File: src/rtl/ascon_fsm.sv
// Masked Ascon-p[12] permutation core.
// The unmasked 320-bit input is split into d Boolean shares (share 0 carries
// the value, the others start at zero). Twelve rounds are then run: the S-layer
// handles 16 columns per slice using HPC2 masked AND gadgets, and the linear
// layer is applied sharewise. The result stays in masked form on `out`.
//
// Control handshake: `start` is a single-cycle request. It is honoured only
// in IDLE or DONE, where it samples `in` and launches a run. It is ignored in
// every other state. `done` is a level that rises one edge after the final
// LINEAR cycle. It holds, together with `out`, until the next accepted start
// or a reset.
module ascon_fsm #(
  parameter  int d             = 2,
  localparam int and_pini_nrnd = d * (d - 1) / 2
) (
  input  logic                          clk,
  input  logic                          reset,
  input  logic                          start,
  input  logic [16*5*and_pini_nrnd-1:0] rnd,
  input  logic [319:0]                  in,
  output logic                          done,
  output logic [320*d-1:0]              out,
  output logic [2:0]                    fsm_state
);

  localparam logic [2:0] IDLE       = 3'd0;
  localparam logic [2:0] SBOX_ISSUE = 3'd1;
  localparam logic [2:0] SBOX_WB    = 3'd2;
  localparam logic [2:0] LINEAR     = 3'd3;
  localparam logic [2:0] DONE       = 3'd4;

  localparam int NR = and_pini_nrnd;

  // Rotation amounts of the linear layer, one pair per state word x0..x4.
  localparam int ROT_A [5] = '{19, 61, 1, 10, 7};
  localparam int ROT_B [5] = '{28, 39, 6, 17, 41};

  // Control registers.
  logic [2:0] state_q;
  logic [3:0] round_q;
  logic [1:0] slice_q;
  logic       done_q;

  // Masked state. sh_q[r][j] holds the d shares of bit j of word x_r.
  logic [d-1:0] sh_q [5][64];

  // S-box pipeline registers, captured on the SBOX_ISSUE edge.
  // pre_q : the five words of each column after the affine input layer.
  // bm_q  : bm_q[c][a][i][j] = b_j ^ r_ij for j != i. The diagonal holds b_i.
  // r_q   : the gadget randomness, re-used in the second HPC2 stage.
  logic [d-1:0]  pre_q [16][5];
  logic [d-1:0]  bm_q  [16][5][d];
  logic [NR-1:0] r_q   [16][5];

  // Next-value nets.
  logic [d-1:0] pre_d [16][5];
  logic [d-1:0] bm_d  [16][5][d];
  logic [d-1:0] y_d   [16][5];
  logic [d-1:0] lin_d [5][64];
  logic [7:0]   rc;

  // Index of the shared random bit r_ij (= r_ji) inside one gadget's slot.
  function automatic int pidx(input int i, input int j);
    int lo;
    int hi;
    lo = (i < j) ? i : j;
    hi = (i < j) ? j : i;
    return lo * d - (lo * (lo + 1)) / 2 + (hi - lo - 1);
  endfunction

  // 64-bit rotate right.
  function automatic logic [63:0] ror64(input logic [63:0] x, input int n);
    return (x >> n) | (x << (64 - n));
  endfunction

  // Round constant for the current round: 0xF0, 0xE1, ..., 0x4B.
  assign rc = 8'hF0 - ({4'd0, round_q} * 8'h0F);

  // Issue stage: gather the current slice, add the round constant on slice 0,
  // apply the sharewise input layer, and pre-mask the b operands of each AND.
  always_comb begin : issue_comb
    logic [d-1:0] xv [5];
    for (int c = 0; c < 16; c++) begin
      for (int r = 0; r < 5; r++) begin
        xv[r] = sh_q[r][{slice_q, c[3:0]}];
      end
      if (slice_q == 2'd0 && c < 8) begin
        xv[2][0] = xv[2][0] ^ rc[c[2:0]];
      end
      xv[0] = xv[0] ^ xv[4];
      xv[4] = xv[4] ^ xv[3];
      xv[2] = xv[2] ^ xv[1];
      for (int r = 0; r < 5; r++) begin
        pre_d[c][r] = xv[r];
      end
      for (int a = 0; a < 5; a++) begin
        for (int i = 0; i < d; i++) begin
          for (int j = 0; j < d; j++) begin
            if (j == i) begin
              bm_d[c][a][i][j] = xv[(a + 1) % 5][j];
            end else begin
              bm_d[c][a][i][j] = xv[(a + 1) % 5][j] ^ rnd[(c * 5 + a) * NR + pidx(i, j)];
            end
          end
        end
      end
    end
  end

  // Writeback stage: second HPC2 stage on registered operands, then the
  // chi-like combination and the affine output layer of the S-box.
  always_comb begin : sbox_wb_comb
    logic [d-1:0] av;
    logic [d-1:0] t [5];
    logic [d-1:0] y [5];
    for (int c = 0; c < 16; c++) begin
      for (int a = 0; a < 5; a++) begin
        av    = pre_q[c][a];
        av[0] = ~av[0];
        for (int i = 0; i < d; i++) begin
          t[a][i] = av[i] & bm_q[c][a][i][i];
          for (int j = 0; j < d; j++) begin
            if (j != i) begin
              t[a][i] = t[a][i] ^ (~av[i] & r_q[c][a][pidx(i, j)])
                                ^ (av[i] & bm_q[c][a][i][j]);
            end
          end
        end
      end
      for (int a = 0; a < 5; a++) begin
        y[a] = pre_q[c][a] ^ t[(a + 1) % 5];
      end
      y[1]    = y[1] ^ y[0];
      y[0]    = y[0] ^ y[4];
      y[3]    = y[3] ^ y[2];
      y[2][0] = ~y[2][0];
      for (int r = 0; r < 5; r++) begin
        y_d[c][r] = y[r];
      end
    end
  end

  // Linear diffusion layer, applied to each share independently.
  always_comb begin : linear_comb
    logic [63:0] w;
    logic [63:0] v;
    for (int r = 0; r < 5; r++) begin
      for (int k = 0; k < d; k++) begin
        for (int j = 0; j < 64; j++) begin
          w[j] = sh_q[r][j][k];
        end
        v = w ^ ror64(w, ROT_A[r]) ^ ror64(w, ROT_B[r]);
        for (int j = 0; j < 64; j++) begin
          lin_d[r][j][k] = v[j];
        end
      end
    end
  end

  // Control FSM: slice/round sequencing and the done flag.
  always_ff @(posedge clk or posedge reset) begin : ctrl_fsm
    if (reset) begin
      state_q <= IDLE;
      round_q <= 4'd0;
      slice_q <= 2'd0;
      done_q  <= 1'b0;
    end else begin
      case (state_q)
        IDLE, DONE: begin
          if (start) begin
            state_q <= SBOX_ISSUE;
            round_q <= 4'd0;
            slice_q <= 2'd0;
            done_q  <= 1'b0;
          end else if (state_q == DONE) begin
            done_q <= 1'b1;
          end
        end
        SBOX_ISSUE: state_q <= SBOX_WB;
        SBOX_WB: begin
          // Slice wraps to 0 after slice 3, ready for the next round.
          slice_q <= slice_q + 2'd1;
          state_q <= (slice_q == 2'd3) ? LINEAR : SBOX_ISSUE;
        end
        LINEAR: begin
          if (round_q == 4'd11) begin
            state_q <= DONE;
          end else begin
            round_q <= round_q + 4'd1;
            state_q <= SBOX_ISSUE;
          end
        end
        default: state_q <= IDLE;
      endcase
    end
  end

  // Masked state register: load, S-box writeback of one slice, linear layer.
  always_ff @(posedge clk or posedge reset) begin : state_regs
    if (reset) begin
      for (int r = 0; r < 5; r++) begin
        for (int j = 0; j < 64; j++) begin
          sh_q[r][j] <= '0;
        end
      end
    end else begin
      case (state_q)
        IDLE, DONE: begin
          if (start) begin
            for (int r = 0; r < 5; r++) begin
              for (int j = 0; j < 64; j++) begin
                sh_q[r][j] <= {{(d-1){1'b0}}, in[(4 - r) * 64 + j]};
              end
            end
          end
        end
        SBOX_WB: begin
          for (int r = 0; r < 5; r++) begin
            for (int j = 0; j < 64; j++) begin
              if (j[5:4] == slice_q) begin
                sh_q[r][j] <= y_d[j[3:0]][r];
              end
            end
          end
        end
        LINEAR: begin
          for (int r = 0; r < 5; r++) begin
            for (int j = 0; j < 64; j++) begin
              sh_q[r][j] <= lin_d[r][j];
            end
          end
        end
        default: ;
      endcase
    end
  end

  // First HPC2 stage: register the input-layer words, masked b operands and
  // randomness so that shares only meet again behind a register.
  always_ff @(posedge clk or posedge reset) begin : sbox_pipe
    if (reset) begin
      for (int c = 0; c < 16; c++) begin
        for (int a = 0; a < 5; a++) begin
          pre_q[c][a] <= '0;
          r_q[c][a]   <= '0;
          for (int i = 0; i < d; i++) begin
            bm_q[c][a][i] <= '0;
          end
        end
      end
    end else if (state_q == SBOX_ISSUE) begin
      for (int c = 0; c < 16; c++) begin
        for (int a = 0; a < 5; a++) begin
          pre_q[c][a] <= pre_d[c][a];
          r_q[c][a]   <= rnd[(c * 5 + a) * NR +: NR];
          for (int i = 0; i < d; i++) begin
            bm_q[c][a][i] <= bm_d[c][a][i];
          end
        end
      end
    end
  end

  // Output mapping: state bit i (x0 at the top) occupies out[d*i +: d].
  for (genvar gi = 0; gi < 320; gi++) begin : g_out
    assign out[d*gi +: d] = sh_q[4 - gi / 64][gi % 64];
  end

  assign done      = done_q;
  assign fsm_state = state_q;

endmodule

File: config.mk
export PLATFORM = sky130hd
export DESIGN_NAME = ascon_fsm
export DESIGN_NICKNAME = d
export VERILOG_FILES = /design/src/rtl/ascon_fsm.sv
export SDC_FILE = /design/constraint.sdc
export NUM_CORES = 2
export LEC_CHECK = 0
export ABC_CLOCK_PERIOD_IN_PS = 87100
export BUFFER_PORTS_ARGS = -buffer_cell sky130_fd_sc_hd__buf_2
export CAP_MARGIN = 20
export CORE_AREA = 2 2 410 412
export DETAILED_ROUTE_END_ITERATION = 6
export DIE_AREA = 0 0 412 414
export GPL_TIMING_DRIVEN = 1
export PLACE_DENSITY_LB_ADDON = 0.25
export SLEW_MARGIN = 20
export SYNTH_ARGS = -nofsm -noshare
export SYNTH_HDL_FRONTEND = slang
export SYNTH_SLANG_ARGS = --single-unit
File: constraint.sdc
create_clock -name clk -period 87.1 [get_ports clk]
set_input_delay 4.355 -clock clk [delete_from_list [all_inputs] [get_ports clk]]
set_output_delay 4.355 -clock clk [all_outputs]
set_load 0.01 [all_outputs]
==> results_dict.tcl <==
set metrics [dict create \
    status "complete, no violations" \
    viasPerCell 6.32 \
    cts_tree "built" \
    vias 66400 \
    clockRootBuffer "clkbuf_16" \
    grt_max_degree 243 \
    p_leak_nw 34.3 \
    synth_top_family_by_area "compound AO/OA/AOI/OAI gates" \
    yosysMostFrequentCell "xnor2_1" \
    path_max_fanout 147 \
    wl_um 344000 \
    core_area_um2 166000 \
    power_w 0.00452 \
    hold_class "reg2reg" \
    slew_violations 0 \
    critPathMaxStageDelay_ns 0.88 \
    synthTopCellsByCount "xnor2_1, nand2_1, dfrtp_1" \
    power.density_nw_per_um2 56.7 \
    cp.arrival_ns 8.35 \
    chipHeight_um 414 \
    dr.first_iter.drc_count 8822 \
    die_area_um2 171000 \
    gp_congestion 0.977 \
    numCtsBuffers 130 \
    tns_ns 0 \
    synth_mux_area_share_pct 5.72 \
    crit_chain "buf_2 > inv_8 > buf_12 > buf_4 > buf_4 > buf_4" \
    synth.avg_cell_area_um2 9.34 \
    finish.instance_area_um2 79800 \
    final_nets 8544 \
    dr.pass1.iters 6 \
    hold_buffers 0 \
    ys_seq_area_share_pct 38.2 \
    clkTransAtPathRegs_ns 0.06 \
    ys_dominant_reg_cell "dfrtp_1" \
    area_growth_pct 16.1 \
    boundaryPins 1047 \
    die_w_um 412 \
    synthSimpleGateAreaFrac_pct 10.9 \
    synth_top_area_share_pct 38.2 \
    num_rows 150 \
    dp_hpwl_um 256000 \
    hold_viol 0 \
    setup_viol 0 \
    synth_adder_area_share_pct 0.531 \
    slew_headroom_pct 12.0 \
    antenna_found_initial 131 \
    drv_cap 0 \
    synth_compound_area_share_pct 20.6 \
    grt_pass1_vias 61400 \
    synth_seq_cells 1050 \
    rsz0062_at_grt "false" \
    synthesis.nets 7793 \
    synth_cell_types 55 \
    max_slew.worst_pin.slew_ns 1.32 \
    synth.area.top_cells "dfrtp_1, xnor2_1, nand2_1" \
    ir_worst_vdd_v 0.0000356 \
    synth_top_area_cell "dfrtp_1" \
    timing.fmax_ghz 0.132 \
    cts_resized 0 \
    synthArstFlopShare_pct 100 \
    cts_buffer_depth 3 \
    grt_first_pass_wirelength_um 479000 \
    drc 0 \
    start_util_pct 41.3 \
    ant_nets 0 \
    wire_per_inst_um 32.8 \
    dpl-instance-area_um2 75300 \
    synthCells 7362 \
    drive_gt1_share_pct 18.5 \
    syn-cell-area_um2 68700 \
    critPathLaunchType "input port" \
    fin_util_pct 48.0 \
    htree_levels 4 \
    worst_path_max_delay_cell "buf_4" \
    cpMostUsedCell "buf_4" \
    fin_worst_skew_ns 0.0439 \
    layout_setup_ws_ns 79.53 \
    grt_usage_pct 39.1 \
    clkLatencyLatePin_ns 0.80 \
    preCtsSetupSlack_ns 78.68 \
    synth-xor-area-share_pct 19.5 \
    synth_edf_count 0 \
    synth-warning-count 0 \
    criticalPathCategory "in2async" \
    cp.required_ns 87.88 \
    crit_path_end_kind "asynchronous set/reset pin" \
    gr-total-overflow 0 \
    final.period_utilization_pct 8.70 \
    cts_setup_buffers 0 \
    portBuffers 1046 \
    clock_sinks 1050 \
    finalCriticalPeriod_ns 7.57 \
]
## layer usage
metal	vias to the layer above	global-route usage, %	wire, µm
met1	33400	49.6	128000
met4	50	25.8	26900
li1	27700	-	-
met5	-	0	304
met2	4201	57.2	149000
met3	991	11.9	39100
## flip-flops by register name (all words and copies together) (netlist names)
register	cells
bm_q	160
round_q	4
out	640
done	1
r_q	80
pre_q	160
slice_q	2
fsm_state	3
## power breakdown
part	switching, W	internal (W)	leakage [nW]
Sequential	0.000510	0.000713	12.9
Clock	0.000235	0.000329	2.11
Combinational	0.00167	0.00106	19.2
## worst paths after layout
kind                               from        to  cells after the start  slack [ns]
setup reg to reg           fsm_state[1]  out[442]                      8       81.21
min in group asynchronous         reset  out[563]                      2        3.71
max in group clk                  start  out[537]                      7       79.95
hold reg to reg                bm_q[91]  bm_q[91]                      2        0.50
hold / removal                 bm_q[91]  bm_q[91]                      2        0.50
setup / recovery                  reset  out[398]                      6       79.53
## cell usage in the layout (no fill, tap or decap), types with 34 or more instances in the layout
cell type	count
xnor2_1	1115
o22ai_1	107
a221oi_1	160
o211ai_1	50
buf_4	67
clkbuf_16	135
o221ai_1	192
nor3_1	91
o22a_1	128
nor2_1	479
buf_2	1046
a22oi_1	43
dfrtp_1	1048
diode_2	89
a221o_1	128
xor2_1	307
o21ai_0	416
a211o_1	50
o21ai_1	170
a211oi_1	82
nand2_1	1064
a31oi_1	34
nand2b_1	49
nor2b_1	48
inv_1	224
mux4_2	160
a21oi_1	379
o211a_1	79
xnor3_1	34
## cells by family (layout without fill, tap and decap cells)
| kind of cell | after synthesis | in the layout |
|---|---|---|
| other | 0 | 89 |
| multiplexers | 193 | 193 |
| AND/OR/NAND/NOR | 1825 | 1825 |
| flip-flops | 1050 | 1050 |
| XOR/XNOR | 1471 | 1471 |
| AO/OA/AOI/OAI | 2067 | 2067 |
| buffers and inverters | 728 | 1569 |
| adder cells (fa/ha/maj) | 28 | 28 |
## worst max-delay path, delay by kind of cell
kind / cells / cell delay [ns]
buffers and inverters: 6 / 3.51
## stage by stage
step / std cells / hold slack (ns)
after floorplan: 7362 / 0.469
after global placement: 10200 / 0.487
after detailed placement: 10200 / 0.495
after CTS: 10400 / 0.508
after global routing: 10500 / 0.531
final: 10500 / 0.502
## layout make-up
| class | instances | area [µm²] |
|---|---|---|
| inverter | 225 | 852 |
| clock inverter | 38 | 500 |
| multi-input combinational | 5584 | 39500 |
| fill | 16000 | 86500 |
| clock buffer | 184 | 3780 |
| antenna | 89 | 223 |
| timing repair buffer | 1122 | 5920 |
| tap | 2204 | 2760 |
| sequential | 1050 | 26300 |
Note: power is estimated with default switching activity, not from simulation.
